--- config.mk ---
export PLATFORM = sky130hd
export DESIGN_NAME = multi_mode_counter
export DESIGN_NICKNAME = d
export VERILOG_FILES = /design/src/rtl/multi_mode_counter.sv
export SDC_FILE = /design/constraint.sdc
export NUM_CORES = 1
export LEC_CHECK = 0
export BUFFER_PORTS_ARGS = -buffer_cell sky130_fd_sc_hd__buf_2
export CELL_PAD_IN_SITES_DETAIL_PLACEMENT = 1
export CELL_PAD_IN_SITES_GLOBAL_PLACEMENT = 1
export CORE_MARGIN = 5
export CORE_UTILIZATION = 39
export CTS_CLUSTER_SIZE = 28
export DETAILED_ROUTE_END_ITERATION = 8
export GPL_ROUTABILITY_DRIVEN = 0
export PLACE_DENSITY_LB_ADDON = 0.3
export RECOVER_POWER = 50
export SLEW_MARGIN = 40
export SYNTH_ARGS = -nofsm -noshare
export SYNTH_HDL_FRONTEND = slang
export SYNTH_SLANG_ARGS = --single-unit
--- constraint.sdc ---
create_clock -name clock -period 3.99 [get_ports clock]
set_input_delay 0.1995 -clock clock [delete_from_list [all_inputs] [get_ports clock]]
set_output_delay 0.1995 -clock clock [all_outputs]
set_load 0.02 [all_outputs]
--- src/rtl/multi_mode_counter.sv ---
// Multi-mode up/down counter with prescaler.
// Modes: 00 wrap, 01 saturate, 10 modulo-limit, 11 ping-pong between 0 and limit.
// Wrap, clamp and turn events give a one-cycle terminalCount pulse and set a sticky overflow flag.
module multi_mode_counter #(
  parameter int WIDTH  = 8,
  parameter int PWIDTH = 4
) (
  input  logic              clock,
  input  logic              reset,
  input  logic              enable,
  input  logic              direction,
  input  logic [1:0]        mode,
  input  logic [WIDTH-1:0]  limit,
  input  logic [WIDTH-1:0]  step,
  input  logic [PWIDTH-1:0] prescale,
  input  logic              clear,
  input  logic              load,
  input  logic              clearFlag,
  input  logic [WIDTH-1:0]  loadValue,
  output logic [WIDTH-1:0]  counterValue,
  output logic              terminalCount,
  output logic              overflow,
  output logic              countingUp
);

  localparam logic [1:0] MODE_WRAP     = 2'b00;
  localparam logic [1:0] MODE_SATURATE = 2'b01;
  localparam logic [1:0] MODE_MODULO   = 2'b10;
  localparam logic [1:0] MODE_PINGPONG = 2'b11;

  localparam logic [PWIDTH-1:0] PS_ONE = {{(PWIDTH-1){1'b0}}, 1'b1};

  logic [WIDTH-1:0]  count_q, count_d;
  logic [PWIDTH-1:0] prescaler_q, prescaler_d;
  logic              tc_q, tc_d;
  logic              overflow_q, overflow_d;
  logic              ppUp_q, ppUp_d;

  logic              tick;
  logic              psWrap;
  logic              effUp;
  logic [WIDTH:0]    sumWide;
  logic [WIDTH:0]    diffWide;
  logic              carry;
  logic              borrow;
  logic              upCross;
  logic              upTurn;
  logic              downTurn;
  logic [WIDTH-1:0]  stepValue;
  logic              stepEvent;
  logic              stepNewUp;
  logic [WIDTH-1:0]  loadClamped;

  // Tick on the enabled cycle where the prescaler reaches prescale; psWrap also
  // covers a prescale lowered below the running count, which restarts without a tick.
  always_comb begin
    tick   = enable && (prescaler_q == prescale);
    psWrap = (prescaler_q >= prescale);
  end

  // Ping-pong uses its own remembered direction; other modes follow the input.
  always_comb begin
    effUp = (mode == MODE_PINGPONG) ? ppUp_q : direction;
  end

  // One extra bit on the sum and difference exposes carry and borrow.
  always_comb begin
    sumWide  = {1'b0, count_q} + {1'b0, step};
    diffWide = {1'b0, count_q} - {1'b0, step};
    carry    = sumWide[WIDTH];
    borrow   = diffWide[WIDTH];
    upCross  = (sumWide > {1'b0, limit});
    upTurn   = (sumWide >= {1'b0, limit});
    downTurn = borrow || (diffWide == '0);
  end

  // Value, event and ping-pong direction a tick would produce in the current mode.
  always_comb begin
    stepValue = count_q;
    stepEvent = 1'b0;
    stepNewUp = ppUp_q;
    if (step != '0) begin
      case (mode)
        MODE_WRAP: begin
          if (effUp) begin
            stepValue = sumWide[WIDTH-1:0];
            stepEvent = carry;
          end else begin
            stepValue = diffWide[WIDTH-1:0];
            stepEvent = borrow;
          end
        end
        MODE_SATURATE: begin
          if (effUp) begin
            stepValue = carry ? '1 : sumWide[WIDTH-1:0];
            stepEvent = carry;
          end else begin
            stepValue = borrow ? '0 : diffWide[WIDTH-1:0];
            stepEvent = borrow;
          end
        end
        MODE_MODULO: begin
          if (effUp) begin
            stepValue = upCross ? '0 : sumWide[WIDTH-1:0];
            stepEvent = upCross;
          end else begin
            stepValue = borrow ? limit : diffWide[WIDTH-1:0];
            stepEvent = borrow;
          end
        end
        default: begin
          if (effUp) begin
            if (upTurn) begin
              stepValue = limit;
              stepEvent = 1'b1;
              stepNewUp = 1'b0;
            end else begin
              stepValue = sumWide[WIDTH-1:0];
            end
          end else begin
            if (downTurn) begin
              stepValue = '0;
              stepEvent = 1'b1;
              stepNewUp = 1'b1;
            end else begin
              stepValue = diffWide[WIDTH-1:0];
            end
          end
        end
      endcase
    end
  end

  // Loaded values above limit are clamped in the limit-based modes.
  always_comb begin
    loadClamped = (mode[1] && (loadValue > limit)) ? limit : loadValue;
  end

  // Next state with clear over load over a counting tick; events beat clearFlag.
  always_comb begin
    count_d     = count_q;
    prescaler_d = prescaler_q;
    ppUp_d      = ppUp_q;
    tc_d        = 1'b0;
    overflow_d  = overflow_q;
    if (clear) begin
      count_d     = '0;
      prescaler_d = '0;
      ppUp_d      = 1'b1;
      overflow_d  = 1'b0;
    end else if (load) begin
      count_d     = loadClamped;
      prescaler_d = '0;
      ppUp_d      = direction;
      if (clearFlag) begin
        overflow_d = 1'b0;
      end
    end else begin
      if (enable) begin
        prescaler_d = psWrap ? '0 : prescaler_q + PS_ONE;
      end
      if (tick) begin
        count_d = stepValue;
        ppUp_d  = stepNewUp;
        tc_d    = stepEvent;
      end
      if (tick && stepEvent) begin
        overflow_d = 1'b1;
      end else if (clearFlag) begin
        overflow_d = 1'b0;
      end
    end
  end

  // State registers, forced to their idle values while reset is low.
  always_ff @(posedge clock or negedge reset) begin
    if (!reset) begin
      count_q     <= '0;
      prescaler_q <= '0;
      tc_q        <= 1'b0;
      overflow_q  <= 1'b0;
      ppUp_q      <= 1'b1;
    end else begin
      count_q     <= count_d;
      prescaler_q <= prescaler_d;
      tc_q        <= tc_d;
      overflow_q  <= overflow_d;
      ppUp_q      <= ppUp_d;
    end
  end

  // Output drive.
  always_comb begin
    counterValue  = count_q;
    terminalCount = tc_q;
    overflow      = overflow_q;
    countingUp    = effUp;
  end

endmodule

==> results of run 1 <==
worst max-delay path by stage:
stage                    start  slack [ps]               to  cells after the start
2_1_floorplan  counterValue[1]          30  counterValue[1]                     14
3_3_place_gp   counterValue[1]          -3  counterValue[1]                     13
3_5_place_dp   counterValue[1]        -120  counterValue[1]                     13
4_1_cts        counterValue[0]           2  counterValue[1]                     15
5_1_grt        counterValue[0]          -9  counterValue[4]                     15
6_report       counterValue[0]         130  counterValue[1]                     15
per-layer routing:
metal,global-route usage [%],up-vias,share of wire [%],wire [um]
li1,-,1586,-,-
met1,30.1,1654,44,4970
met2,38.2,150,47,5310
met3,2.87,19,6.5,729
met4,7.03,0,1.9,218
met5,0,-,0,0
layout by cell type (no fill, tap or decap), types with 5 or more instances in the layout:
cell	instances
sky130_fd_sc_hd__nand2_1	22
sky130_fd_sc_hd__mux2_2	6
sky130_fd_sc_hd__o21ai_0	12
sky130_fd_sc_hd__a211o_1	6
sky130_fd_sc_hd__o211ai_1	12
sky130_fd_sc_hd__a211oi_1	7
sky130_fd_sc_hd__ha_1	32
sky130_fd_sc_hd__o31ai_1	5
sky130_fd_sc_hd__dfrtp_1	10
sky130_fd_sc_hd__nand3_1	7
sky130_fd_sc_hd__buf_4	28
sky130_fd_sc_hd__nor2_1	31
sky130_fd_sc_hd__xnor2_1	8
sky130_fd_sc_hd__buf_2	43
sky130_fd_sc_hd__inv_1	32
sky130_fd_sc_hd__mux2i_1	10
sky130_fd_sc_hd__nor3_1	12
sky130_fd_sc_hd__a221oi_1	6
sky130_fd_sc_hd__a21o_1	5
sky130_fd_sc_hd__or3_1	6
sky130_fd_sc_hd__a21oi_1	26
sky130_fd_sc_hd__nor2b_1	5
sky130_fd_sc_hd__nand3b_1	5
power by group through the flow:
stage / combinational [mW] / sequential, mW / clock, mW
after floorplan: 0.472 / 0.185 / 0
after detailed placement: 0.700 / 0.182 / 0
after global placement: 0.677 / 0.182 / 0
after global routing: 0.812 / 0.181 / 0.136
after CTS: 0.714 / 0.180 / 0.130
final: 0.751 / 0.180 / 0.132
cell families (layout without fill, tap and decap cells):
logic type | after synthesis | in the layout
XOR/XNOR | 14 | 14
flip-flops | 15 | 15
AO/OA/AOI/OAI | 126 | 126
buffers and inverters | 54 | 113
adder cells (fa/ha/maj) | 39 | 39
multiplexers | 18 | 18
AND/OR/NAND/NOR | 121 | 121
repair_timing:
action                     CTS  global route
hold buffers                 1             0
setup endpoints to repair    6             8
hold endpoints to repair    14             0
gates cloned                 0             0
buffers inserted             1             3
resized for setup            4            10
pin swaps                    2             4
area by class of cell:
type                    count  share of cell area, %
multi-input cells         318                   69.1
repair buffers             76                   12.3
flip-flops and latches     15                   10.5
inverters                  33                   3.40
well taps                  99                   3.40
clock buffers               3                   1.13
clock inverters             1                  0.137
sequential cells by signal, indices dropped and copies added, names as in the netlist:
name,flops
counterValue,8
prescaler_q,4
overflow,1
ppUp_q,1
terminalCount,1
metrics by stage:
step	instance area [sq um]	setup TNS [ps]	std cells
after floorplan	3060	0	387
after global placement	3490	-2.94	536
after detailed placement	3490	-512	536
after CTS	3570	0	542
after global routing	3650	-19.3	545
final	3650	0	545
critical path: stages, from the launching register on:
cell,delay (ps)
sky130_fd_sc_hd__dfrtp_2,400
sky130_fd_sc_hd__ha_2,200
sky130_fd_sc_hd__fa_2,380
sky130_fd_sc_hd__nand2b_4,100
sky130_fd_sc_hd__a2111oi_4,80
sky130_fd_sc_hd__nor3_2,290
sky130_fd_sc_hd__xnor2_2,200
sky130_fd_sc_hd__inv_2,100
sky130_fd_sc_hd__ha_4,230
sky130_fd_sc_hd__a22oi_1,180
sky130_fd_sc_hd__o211ai_1,140
sky130_fd_sc_hd__o21a_1,220
sky130_fd_sc_hd__or3_4,400
sky130_fd_sc_hd__mux2_4,300
sky130_fd_sc_hd__a221o_1,300
sky130_fd_sc_hd__a31o_1,230
==> impl_results.rst, run 1 <==
.. list-table::
   :header-rows: 1

   * - Metric
     - Value
   * - Complex-gate fraction of the synthesized area
     - 31.2%
   * - Main combinational cell family by area after synthesis
     - compound AO/OA/AOI/OAI gates
   * - Die area
     - between 9000 and 10,000 sq um
   * - Cell taking the most area after synthesis
     - sky130_fd_sc_hd__ha_1
   * - Post-synth top cells
     - 37 x sky130_fd_sc_hd__ha_1, 33 x sky130_fd_sc_hd__inv_1, 32 x sky130_fd_sc_hd__nor2_1
   * - Leading register cell type out of synthesis
     - sky130_fd_sc_hd__dfrtp_1
   * - Ys Warns
     - 0
   * - Remaining max-slew budget at the tightest pin
     - roughly two fifths
   * - Fraction of post-synthesis cell area in the top cell type by area
     - 15.5%
   * - Synthesis-stage register bit count
     - 15
   * - Cells on worst reg2reg path
     - 15
   * - Final core utilization
     - 49.8%
   * - CTS tree
     - built
   * - Leakage
     - 1.73 nW
   * - Ys async rst share
     - 100%
   * - Worst EP arrival
     - 4010 ps
   * - First DRT Iteration DRCs
     - 238
   * - Worst Hold Depth
     - 2
   * - Clk slew on worst S/H paths
     - around 70 ps
   * - Share of total power in the clock network
     - around an eighth
   * - Number of fill cells
     - 941
   * - Syn_area_per_cell
     - 7.70 sq um
   * - Post-synth net total
     - 463
   * - Core region area
     - 7330 sq um
   * - Antenna violation net count after detailed routing
     - 0
   * - Post-synthesis share of cell area spent on full adders, half adders and majority gates
     - 16.9%
   * - Cts bufs inserted
     - 3
   * - Switching power share of the total
     - approximately 48%
   * - Number of distinct library cell variants in the gate-level netlist after synthesis
     - 67
   * - Part of the power in registers
     - 16.9%
   * - Slew of the pin with the lowest slew margin
     - 918 ps
   * - Number of detailed-route iterations in the first pass
     - 5
   * - Sequential cell area in the final layout
     - around 380 sq um
   * - Leading cell type by number of instances after synthesis
     - sky130_fd_sc_hd__ha_1
   * - Start-to-end type of the worst setup path
     - reg -> reg
   * - Worst hold margin
     - 237 ps
   * - Total Routing Usage GR
     - 22.7%
   * - Antenna diodes
     - 0
   * - Global route overflow
     - 0
   * - Chip height
     - 97.4 um
   * - Root cell of the clock tree
     - sky130_fd_sc_hd__clkbuf_8
   * - Wirelength per Cell
     - 20.6 um
   * - Area contributors post-synth
     - sky130_fd_sc_hd__ha_1 16%, sky130_fd_sc_hd__dfrtp_1 12%, sky130_fd_sc_hd__a21oi_1 4.4%
   * - Beginning of the worst register-to-register path
     - counterValue[0]
   * - PnR Total Power
     - 1.06 mW
   * - Fraction of the mapped netlist area in simple logic gates
     - 21.0%
   * - Initial core utilization
     - 40.7%
   * - Internal power consumption
     - 0.554 mW
   * - XOR/XNOR Fraction of Synth Area
     - 4.11%
   * - Layout Area Growth over Synthesis
     - 22.4%
   * - Element type at the critical path end
     - flop
   * - Endpoint of the lowest-slack register-to-register path
     - counterValue[1]
   * - Worst-case clock skew
     - 1.22 ps
   * - Required arrival time at the worst endpoint
     - 4130 ps
   * - Highest fanout seen on the critical path
     - 4
   * - Total number of clock tree sinks
     - 15
   * - Setup Slack @ Placement
     - -124 ps
   * - Vias in the first global route
     - 3,502
   * - I/O pins
     - 48
   * - Max Clock Freq
     - 259 MHz
   * - Power per unit of standard cell area
     - ~290 nW/um^2
   * - Number of H-tree levels
     - 1
   * - Crit start category
     - flop
   * - Final-report max-slew violation count
     - 0
   * - Tmin final
     - 3860 ps
   * - Maximum root-to-sink buffer count
     - 2
   * - Worst Min Path Start
     - clear
   * - Number of buffers inserted by port buffering
     - 47
   * - Post-detailed-route via-to-cell ratio
     - 6.26
   * - Area taken by multi-input logic gates
     - between 2000 and 3000 sq um
   * - Capture endpoint of the worst hold path
     - prescaler_q[2]
   * - Syn Inst Count
     - 387
   * - Cell Rows
     - 31
   * - Largest net degree at the start of global routing
     - 19
   * - Post-detailed-route DRC marker count
     - 0
   * - Total number of vias
     - 3,409
   * - Post-Syn Area
     - 2980 sq um
   * - Clock latency at the later pin of the worst-skew pair
     - 250 ps
   * - Proportion of layout cells with a drive suffix above 1
     - about a quarter
   * - Number of antenna violations at the first check in global routing
     - 0
   * - Worst VDD drop
     - around 0.16 mV
   * - Chip Width
     - roughly 100 um
   * - Total count of hold-check failures in the final report
     - 0
   * - Outcome
     - finished clean
   * - Sequential fraction of the synthesis area
     - roughly an eighth
   * - Post-DP HPWL
     - 9170 um
   * - Total wirelength of the detailed-routed design
     - roughly 11,000 um
   * - Fraction of power consumed by combinational cells
     - 70.7%
   * - Multiplexer share of the synthesized area
     - under 10%
   * - Number of enable flip-flop cells after synthesis
     - 0
   * - Switching power of the nets
     - 0.509 mW
   * - Period utilization
     - between 90% and 100%
   * - Post-layout net count
     - 523
   * - Final worst setup slack
     - 127 ps
   * - Path category of the worst min-delay check
     - in -> reg
   * - Setup-violating endpoint count in the final report
     - 0
   * - Wire length of the first global-routing pass
     - between 15,000 and 20,000 um
   * - Max cap viols
     - 0
   * - Register-to-register setup slack
     - 130 ps
No activity file was read; power rests on OpenSTA's default activity.
==> run 2: changes to the inputs <==
--- a/config.mk
+++ b/config.mk
@@ -5,11 +5,12 @@
 export SDC_FILE = /design/constraint.sdc
 export NUM_CORES = 1
 export LEC_CHECK = 0
+export ABC_AREA = 1
 export BUFFER_PORTS_ARGS = -buffer_cell sky130_fd_sc_hd__buf_2
 export CELL_PAD_IN_SITES_DETAIL_PLACEMENT = 1
 export CELL_PAD_IN_SITES_GLOBAL_PLACEMENT = 1
 export CORE_MARGIN = 5
-export CORE_UTILIZATION = 39
+export CORE_UTILIZATION = 36
 export CTS_CLUSTER_SIZE = 28
 export DETAILED_ROUTE_END_ITERATION = 8
 export GPL_ROUTABILITY_DRIVEN = 0
==> run 2 against run 1 <==
Sequential power is essentially flat. Clock power about the same. Sequential cell count is the same. Critical path depth up 7. Fmax rose by 5.7%. Register-to-register slack improved by 210 ps. Non-clock buffer count fell by 27. Count of clock-buffer cells in the layout is the same. Wire length grew 1.0%. Critical path type unchanged. Synthesized cell count grew 37%. Combinational power fell by 4.1%.
==> impl_results.rst, run 2 <==
.. list-table::
   :header-rows: 1

   * - Metric
     - Value
   * - CTS tree
     - built
   * - Area contributors post-synth
     - sky130_fd_sc_hd__nand2_1 23%, sky130_fd_sc_hd__ha_1 15%, sky130_fd_sc_hd__dfrtp_1 11%
   * - Chip height
     - 102 um (+5.0%)
   * - Number of antenna violations at the first check in global routing
     - 0 (unchanged)
   * - Number of buffers inserted by port buffering
     - 47 (unchanged)
   * - Core region area
     - 8260 sq um (+13%)
   * - Fraction of the mapped netlist area in simple logic gates
     - 46.8% (+26 points)
   * - Die area
     - 10,500 sq um (+10%)
   * - Element type at the critical path end
     - flop
   * - Crit start category
     - flop
   * - Post-synth top cells
     - 191 x sky130_fd_sc_hd__nand2_1, 67 x sky130_fd_sc_hd__inv_1, 53 x sky130_fd_sc_hd__nand3_1
   * - First DRT Iteration DRCs
     - 222 (-6.7%)
   * - Cell taking the most area after synthesis
     - sky130_fd_sc_hd__nand2_1
   * - Crit path largest cell delay
     - 430 ps (+30 ps)
   * - Antenna violation net count after detailed routing
     - 0 (unchanged)
   * - Total wirelength of the detailed-routed design
     - 11,300 um (+1.0%)
   * - Post-detailed-route DRC marker count
     - 0 (unchanged)
   * - Post-Syn Area
     - 3070 sq um (+2.9%)
   * - Complex-gate fraction of the synthesized area
     - 11.3% (-20 points)
   * - Ys Warns
     - 0 (unchanged)
   * - Clk slew on worst S/H paths
     - 70 ps (about the same)
   * - Max Clock Freq
     - 274 MHz (+5.7%)
   * - Post-layout net count
     - 647 (+24%)
   * - Post-synthesis share of cell area spent on full adders, half adders and majority gates
     - 16.4% (-0.48 points)
   * - Commonest non-fill, non-tap cells in the layout
     - 191 x sky130_fd_sc_hd__nand2_1, 67 x sky130_fd_sc_hd__inv_1, 53 x sky130_fd_sc_hd__nand3_1
   * - Required arrival time at the worst endpoint
     - 4140 ps (about the same)
   * - Fraction of post-synthesis cell area in the top cell type by area
     - 23.4% (+7.8 points)
   * - Slew of the pin with the lowest slew margin
     - 834 ps (-84.5 ps)
   * - Antenna diodes
     - 0 (unchanged)
   * - Worst path most repeated cell
     - sky130_fd_sc_hd__nand2_1
   * - Wirelength per Cell
     - 16.8 um (-18%)
   * - Global route overflow
     - 0 (unchanged)
   * - Leading cell type by number of instances after synthesis
     - sky130_fd_sc_hd__nand2_1
   * - Leading register cell type out of synthesis
     - sky130_fd_sc_hd__dfrtp_1
   * - Setup Slack @ Placement
     - 390 ps (+514 ps)
   * - Worst EP arrival
     - 3810 ps (-200 ps)
   * - Root cell of the clock tree
     - sky130_fd_sc_hd__clkbuf_8
   * - Sequential fraction of the synthesis area
     - 12.3% (-0.36 points)
   * - Main combinational cell family by area after synthesis
     - simple AND/OR/NAND/NOR gates
   * - Maximum root-to-sink buffer count
     - 2 (unchanged)
   * - Ys async rst share
     - 100% (unchanged)
   * - Vias in the first global route
     - 3,611 (+3.1%)
   * - Cell with the largest stage delay on the worst path
     - sky130_fd_sc_hd__fa_1
   * - Final-report max-slew violation count
     - 0 (unchanged)
   * - Most common cell after layout, fill and taps aside
     - sky130_fd_sc_hd__nand2_1
   * - Multiplexer share of the synthesized area
     - 0% (-6.6 points)
   * - Synthesis-stage register bit count
     - 15 (unchanged)
   * - Cts bufs inserted
     - 3 (unchanged)
   * - Final worst setup slack
     - 335 ps (+208 ps)
   * - Leakage
     - 1.97 nW (+14%)
   * - Clock latency at the later pin of the worst-skew pair
     - 260 ps (about the same)
   * - Crit path max-delay family
     - simple AND/OR/NAND/NOR gates
   * - Power per unit of standard cell area
     - 304 nW/um^2 (+4.2%)
   * - Max FFs per register
     - 8 (unchanged)
   * - I/O pins
     - 48 (unchanged)
   * - Total number of clock tree sinks
     - 15 (unchanged)
   * - Start-to-end type of the worst setup path
     - reg -> reg
   * - Remaining max-slew budget at the tightest pin
     - 44.4% (+5.6 points)
   * - Tmin final
     - 3660 ps (-208 ps)
   * - Syn_area_per_cell
     - 5.80 sq um (-25%)
   * - Post-DP HPWL
     - 9500 um (+3.5%)
   * - Layout Area Growth over Synthesis
     - 10.8%
   * - Largest net degree at the start of global routing
     - 24 (+5)
   * - Post-detailed-route via-to-cell ratio
     - 5.43 (-13%)
   * - Initial core utilization
     - 37.2% (-3.5 points)
   * - Highest fanout seen on the critical path
     - 9 (+5)
   * - Wire length of the first global-routing pass
     - 18,200 um (+2.5%)
   * - Proportion of layout cells with a drive suffix above 1
     - 12.1% (-13 points)
   * - Total Routing Usage GR
     - 21.9% (-0.79 points)
   * - Post-synth net total
     - 605 (+31%)
   * - Setup repair after global routing missed its margin
     - false
   * - Worst-case clock skew
     - 5.31 ps (+4.10 ps)
   * - Max cap viols
     - 0 (unchanged)
   * - Cell Chain, Critical Path
     - ha_1 -> fa_1 -> nand2_1 -> nand2_1 -> xor2_1 -> inv_1 -> ha_1 -> nand2_1 -> nor2_1 -> nand2_1 -> nand3_1 -> nand2_1 -> nand2_1 -> nand2_1 -> nand2_1 -> nand3_2 -> nand4_1 -> nand2_1 -> nand2_1 -> nand2_1 -> nand2_1 -> nand2_1
   * - Total count of hold-check failures in the final report
     - 0 (unchanged)
   * - Period utilization
     - 91.6% (-5.2 points)
   * - Number of detailed-route iterations in the first pass
     - 5 (unchanged)
   * - Setup-violating endpoint count in the final report
     - 0 (unchanged)
   * - XOR/XNOR Fraction of Synth Area
     - 1.14% (-3.0 points)
   * - Chip Width
     - 102 um (+5.0%)
   * - Number of H-tree levels
     - 1 (unchanged)
   * - Total number of vias
     - 3,667 (+7.6%)
   * - Outcome
     - finished clean
   * - Cell Rows
     - 33 (+6.5%)
   * - Total buffers and inverters traversed by the critical path
     - 1 (unchanged)
   * - Path category of the worst min-delay check
     - in -> reg
   * - Number of enable flip-flop cells after synthesis
     - 0 (unchanged)
   * - Worst VDD drop
     - 0.182 mV (+11%)
   * - Syn Inst Count
     - 529 (+37%)
   * - Setup TNS
     - 0 ps (unchanged)
   * - Number of distinct library cell variants in the gate-level netlist after synthesis
     - 41 (-39%)
==> run 2: cell types whose count changed in the layout (fill, tap and decap cells not counted), sizes merged, moves of 7 or more <==
cell,previous run,this run
nand2,22,194
nand3,7,55
inv,33,73
buf,71,42
nand4,4,25
nor3,13,0
o211ai,12,0
nor2,32,43
mux2i,10,0
mux2,8,0
xnor2,9,1
a221oi,7,0
nor2b,7,0
==> run 2: what timing repair did <==
action | in CTS | in global routing
hold buffers | 1 | 0
resized for setup | 0 | 0
hold endpoints to repair | 14 | 0
setup buffers | 0 | 0
==> run 2: cells by family (layout without fill, tap and decap cells) <==
kind of cell / count (synthesis) / in the layout
xor+xnor: 4 / 4
fa+ha+maj: 39 / 39
buf+inv: 85 / 126
flops: 15 / 15
simple gates: 326 / 326
compound gates: 60 / 60
==> run 2: power breakdown <==
| part | internal, mW | switching, mW | total, mW |
|---|---|---|---|
| registers | 0.165 | 0.0163 | 0.181 |
| clock network | 0.0695 | 0.0617 | 0.131 |
| logic | 0.226 | 0.494 | 0.720 |
==> run 2: area by class of cell <==
type,count,area (sq um)
clock inverters,1,5.00
clock buffers,3,41.3
repair buffers,49,245
fillers,1198,4860
flip-flops and latches,15,377
multi-input cells,429,2320
inverters,73,274
well taps,105,131
==> run 2: per-stage QoR <==
step           power (mW)  std cells  hold WS [ps]  area (sq um)  util, %
6_report             1.03        675           165          3400     41.2
5_1_grt              1.13        675           184          3400     41.2
4_1_cts              1.03        675           165          3400     41.2
3_5_place_dp        0.895        670           122          3350     40.5
3_3_place_gp        0.875        670           124          3350     40.5
2_1_floorplan       0.688        529         -96.1          3070        -
==> run 2: worst paths after layout <==
path                                  from  slack [ps]         endpoint  depth (start not counted)
setup / recovery           counterValue[0]         330  counterValue[2]                         22
hold / removal                   clearFlag         170         overflow                          4
setup reg to reg           counterValue[0]         330  counterValue[2]                         22
hold reg to reg                   overflow         500         overflow                          2
max in group asynchronous            reset        2910  counterValue[1]                          2
min in group asynchronous            reset         560         overflow                          2
==> run 2: worst register-to-register path: cells and delay by family (launching register included) <==
kind / cells / cell delay, ps
buffers and inverters: 1 / 90
xor gates and xnor gates: 1 / 320
adders and majority gates: 3 / 970
DFF: 1 / 410
and+or+nand+nor: 17 / 1760
==> run 2: metal layers <==
layer / vias to the layer above / part of all wire (%) / wire length (um) / track usage (%)
met5: - / 0 / 0 / 0
met4: 0 / 1.6 / 182 / 4.14
met3: 13 / 4.6 / 520 / 1.50
met2: 101 / 48 / 5460 / 37.3
met1: 1757 / 46 / 5190 / 30.7
li1: 1796 / - / - / -
==> run 3: changes to the inputs <==
--- a/config.mk
+++ b/config.mk
@@ -9,8 +9,9 @@
 export BUFFER_PORTS_ARGS = -buffer_cell sky130_fd_sc_hd__buf_2
 export CELL_PAD_IN_SITES_DETAIL_PLACEMENT = 1
 export CELL_PAD_IN_SITES_GLOBAL_PLACEMENT = 1
+export CORE_ASPECT_RATIO = 1.4
 export CORE_MARGIN = 5
-export CORE_UTILIZATION = 36
+export CORE_UTILIZATION = 43
 export CTS_CLUSTER_SIZE = 28
 export DETAILED_ROUTE_END_ITERATION = 8
 export GPL_ROUTABILITY_DRIVEN = 0
==> constraint.sdc (replaced) <==
create_clock -name clock -period 4.3 [get_ports clock]
set_input_delay 0.215 -clock clock [delete_from_list [all_inputs] [get_ports clock]]
set_output_delay 0.215 -clock clock [all_outputs]
set_load 0.02 [all_outputs]
==> run 3 against run 2 <==
Count of clock-buffer cells in the layout rose by 1. Sequential share of layout area barely moved. Sequential power fell by 5%. Fmax fell by 0.44%. Worst hold slack improved by 39 ps. Final cell count fell by 1.5%. Via count rose by 1.0%. First-iteration DRC count fell by 10%. Critical path type unchanged. Largest cell class unchanged.
==> impl_results.rst, run 3 (synthesis results as in run 2) <==
.. list-table::
   :header-rows: 1

   * - Metric
     - Value
   * - Most common cell after layout, fill and taps aside
     - sky130_fd_sc_hd__nand2_1
   * - Element type at the critical path end
     - flop
   * - Fin area
     - 3380 sq um (-0.40%)
   * - Post-detailed-route DRC marker count
     - 0 (unchanged)
   * - Switching power share of the total
     - 55.2% (-0.17 points)
   * - Cell with the largest stage delay on the worst path
     - sky130_fd_sc_hd__fa_1
   * - PnR Total Power
     - 0.958 mW (-7.2%)
   * - Layout Area Growth over Synthesis
     - 10.3%
   * - Die area
     - 8950 sq um (-15%)
   * - Switching power of the nets
     - 0.529 mW (-7.5%)
   * - Initial core utilization
     - 43.9% (+6.8 points)
   * - Total Routing Usage GR
     - 27.0% (+5.0 points)
   * - Commonest non-fill, non-tap cells in the layout
     - 191 x sky130_fd_sc_hd__nand2_1, 67 x sky130_fd_sc_hd__inv_1, 53 x sky130_fd_sc_hd__nand3_1
   * - Internal power consumption
     - 0.429 mW (-6.8%)
   * - Worst path most repeated cell
     - sky130_fd_sc_hd__nand2_1
   * - Start-to-end type of the worst setup path
     - reg -> reg
   * - Tmin final
     - 3670 ps (+16.1 ps)
   * - Root cell of the clock tree
     - sky130_fd_sc_hd__clkbuf_8
   * - Wirelength per Cell
     - 17.5 um (+3.9%)
   * - Setup-violating endpoint count in the final report
     - 0 (unchanged)
   * - Crit path largest cell delay
     - 440 ps (about the same)
   * - Fraction of power consumed by combinational cells
     - 70.0% (+0.3 points)
   * - Share of total power in the clock network
     - 12.1% (-0.6 points)
   * - Max cap viols
     - 0 (unchanged)
   * - Post-DP HPWL
     - 9870 um (+3.9%)
   * - Part of the power in registers
     - 17.9% (+0.4 points)
   * - Cell Rows
     - 36 (+9.1%)
   * - Setup repair after global routing missed its margin
     - false
   * - Max FFs per register
     - 8 (unchanged)
   * - Number of H-tree levels
     - 1 (unchanged)
   * - Vias in the first global route
     - 3,893 (+7.8%)
   * - Worst EP arrival
     - 3800 ps (about the same)
   * - Sequential cell area in the final layout
     - 377 sq um (unchanged)
   * - Total number of clock tree sinks
     - 15 (unchanged)
   * - CTS tree
     - built
   * - Leakage
     - 1.97 nW (-0.14%)
   * - Maximum root-to-sink buffer count
     - 2 (unchanged)
   * - Clock latency at the later pin of the worst-skew pair
     - 250 ps (about the same)
   * - Slew of the pin with the lowest slew margin
     - 857 ps (+23.0 ps)
   * - Core region area
     - 6980 sq um (-15%)
   * - Number of fill cells
     - 1,027 (-14%)
   * - Wire length of the first global-routing pass
     - 18,600 um (+2.4%)
   * - Number of antenna violations at the first check in global routing
     - 0 (unchanged)
   * - Worst VDD drop
     - 0.164 mV (-10%)
   * - Placed standard-cell area
     - 3330 sq um (-0.37%)
   * - Max Clock Freq
     - 272 MHz (-0.44%)
   * - Area taken by multi-input logic gates
     - 2320 sq um (unchanged)
   * - Cts bufs inserted
     - 3 (unchanged)
   * - Chip height
     - 110 um (+7.5%)
   * - Setup TNS
     - 0 ps (unchanged)
   * - Cell Chain, Critical Path
     - ha_1 -> fa_1 -> nand2_1 -> nand2_1 -> xor2_1 -> inv_1 -> ha_1 -> nand2_1 -> nor2_1 -> nand2_1 -> nand3_1 -> nand2_1 -> nand2_1 -> nand2_1 -> nand2_1 -> nand3_2 -> nand4_1 -> nand2_1 -> nand2_1 -> nand2_1 -> nand2_1 -> nand2_1
   * - Highest fanout seen on the critical path
     - 9 (unchanged)
   * - Period utilization
     - 85.4% (-6.2 points)
   * - Global route overflow
     - 0 (unchanged)
   * - Total wirelength of the detailed-routed design
     - 11,600 um (+2.4%)
   * - Antenna violation net count after detailed routing
     - 0 (unchanged)
   * - I/O pins
     - 48 (unchanged)
   * - Number of detailed-route iterations in the first pass
     - 4 (-1)
   * - Number of buffers inserted by port buffering
     - 47 (unchanged)
   * - Final core utilization
     - 48.5% (+7.3 points)
   * - Register-to-register setup slack
     - 630 ps (+290 ps)
   * - Power per unit of standard cell area
     - 283 nW/um^2 (-6.8%)
   * - Remaining max-slew budget at the tightest pin
     - 42.9% (-1.5 points)
   * - Post-detailed-route via-to-cell ratio
     - 5.57 (+2.5%)
   * - Number of gates resized after CTS
     - 0 (unchanged)
   * - Largest net degree at the start of global routing
     - 24 (unchanged)
   * - Antenna diodes
     - 0 (unchanged)
   * - First DRT Iteration DRCs
     - 199 (-10%)
   * - Path category of the worst min-delay check
     - in -> reg
   * - Worst hold margin
     - 204 ps (+38.7 ps)
   * - Final-report max-slew violation count
     - 0 (unchanged)
   * - Crit start category
     - flop
   * - Post-layout net count
     - 647 (unchanged)
   * - Total number of vias
     - 3,704 (+1.0%)
   * - Chip Width
     - 81.4 um (-20%)
   * - Proportion of layout cells with a drive suffix above 1
     - 11.9% (-0.18 points)
   * - Outcome
     - finished clean
   * - Worst-case clock skew
     - 6.02 ps (+0.703 ps)
   * - Clk slew on worst S/H paths
     - 60 ps (about the same)
   * - Required arrival time at the worst endpoint
     - 4430 ps (+290 ps)
   * - Total count of hold-check failures in the final report
     - 0 (unchanged)
-- run 3: worst max-delay path: cells and delay by family, from the launching register on --
family,cells,cell delay [ps]
XOR/XNOR,1,320
adder cells (fa/ha/maj),3,980
buffers and inverters,1,90
flip-flops,1,410
AND/OR/NAND/NOR,17,1740
-- run 3: path summary, 6_finish.rpt --
check	cells past startpoint	startpoint	end
setup / recovery	22	counterValue[0]	counterValue[6]
hold / removal	4	clearFlag	overflow
setup reg to reg	22	counterValue[0]	counterValue[6]
hold reg to reg	2	overflow	overflow
max in group asynchronous	2	reset	counterValue[4]
min in group asynchronous	2	reset	counterValue[1]
-- run 3: stage by stage --
step,setup WS (ps),instances
floorplan,1230,529
global placement,848,660
detailed placement,723,660
CTS,691,665
global route,410,665
finish,629,665
-- run 3: what timing repair did --
action / 4_1_cts / 5_1_grt
endpoints found under the hold margin: 14 / 0
hold buffers: 1 / 0
setup buffers: 0 / 0
-- run 3: final cells by class --
class	instances	area share (%)
clock buffers	4	1.33
inverters	73	8.10
multi-input cells	429	68.7
flip-flops and latches	15	11.1
well taps	95	3.51
repair buffers	49	7.25
-- run 3: power groups by stage --
| stage | combinational [mW] | clock, mW | sequential [mW] |
|---|---|---|---|
| global placement | 0.633 | 0 | 0.173 |
| detailed placement | 0.658 | 0 | 0.173 |
| finish | 0.671 | 0.116 | 0.172 |
| global route | 0.745 | 0.122 | 0.173 |
| floorplan | 0.460 | 0 | 0.179 |
| CTS | 0.662 | 0.117 | 0.171 |
-- run 3: layer usage --
metal | global-route usage (%) | up-vias | wire [um]
met5 | 0 | - | 0
met4 | 13.6 | 0 | 540
met3 | 2.62 | 36 | 497
met2 | 49.8 | 108 | 6110
met1 | 29.9 | 1758 | 4470
li1 | - | 1802 | -
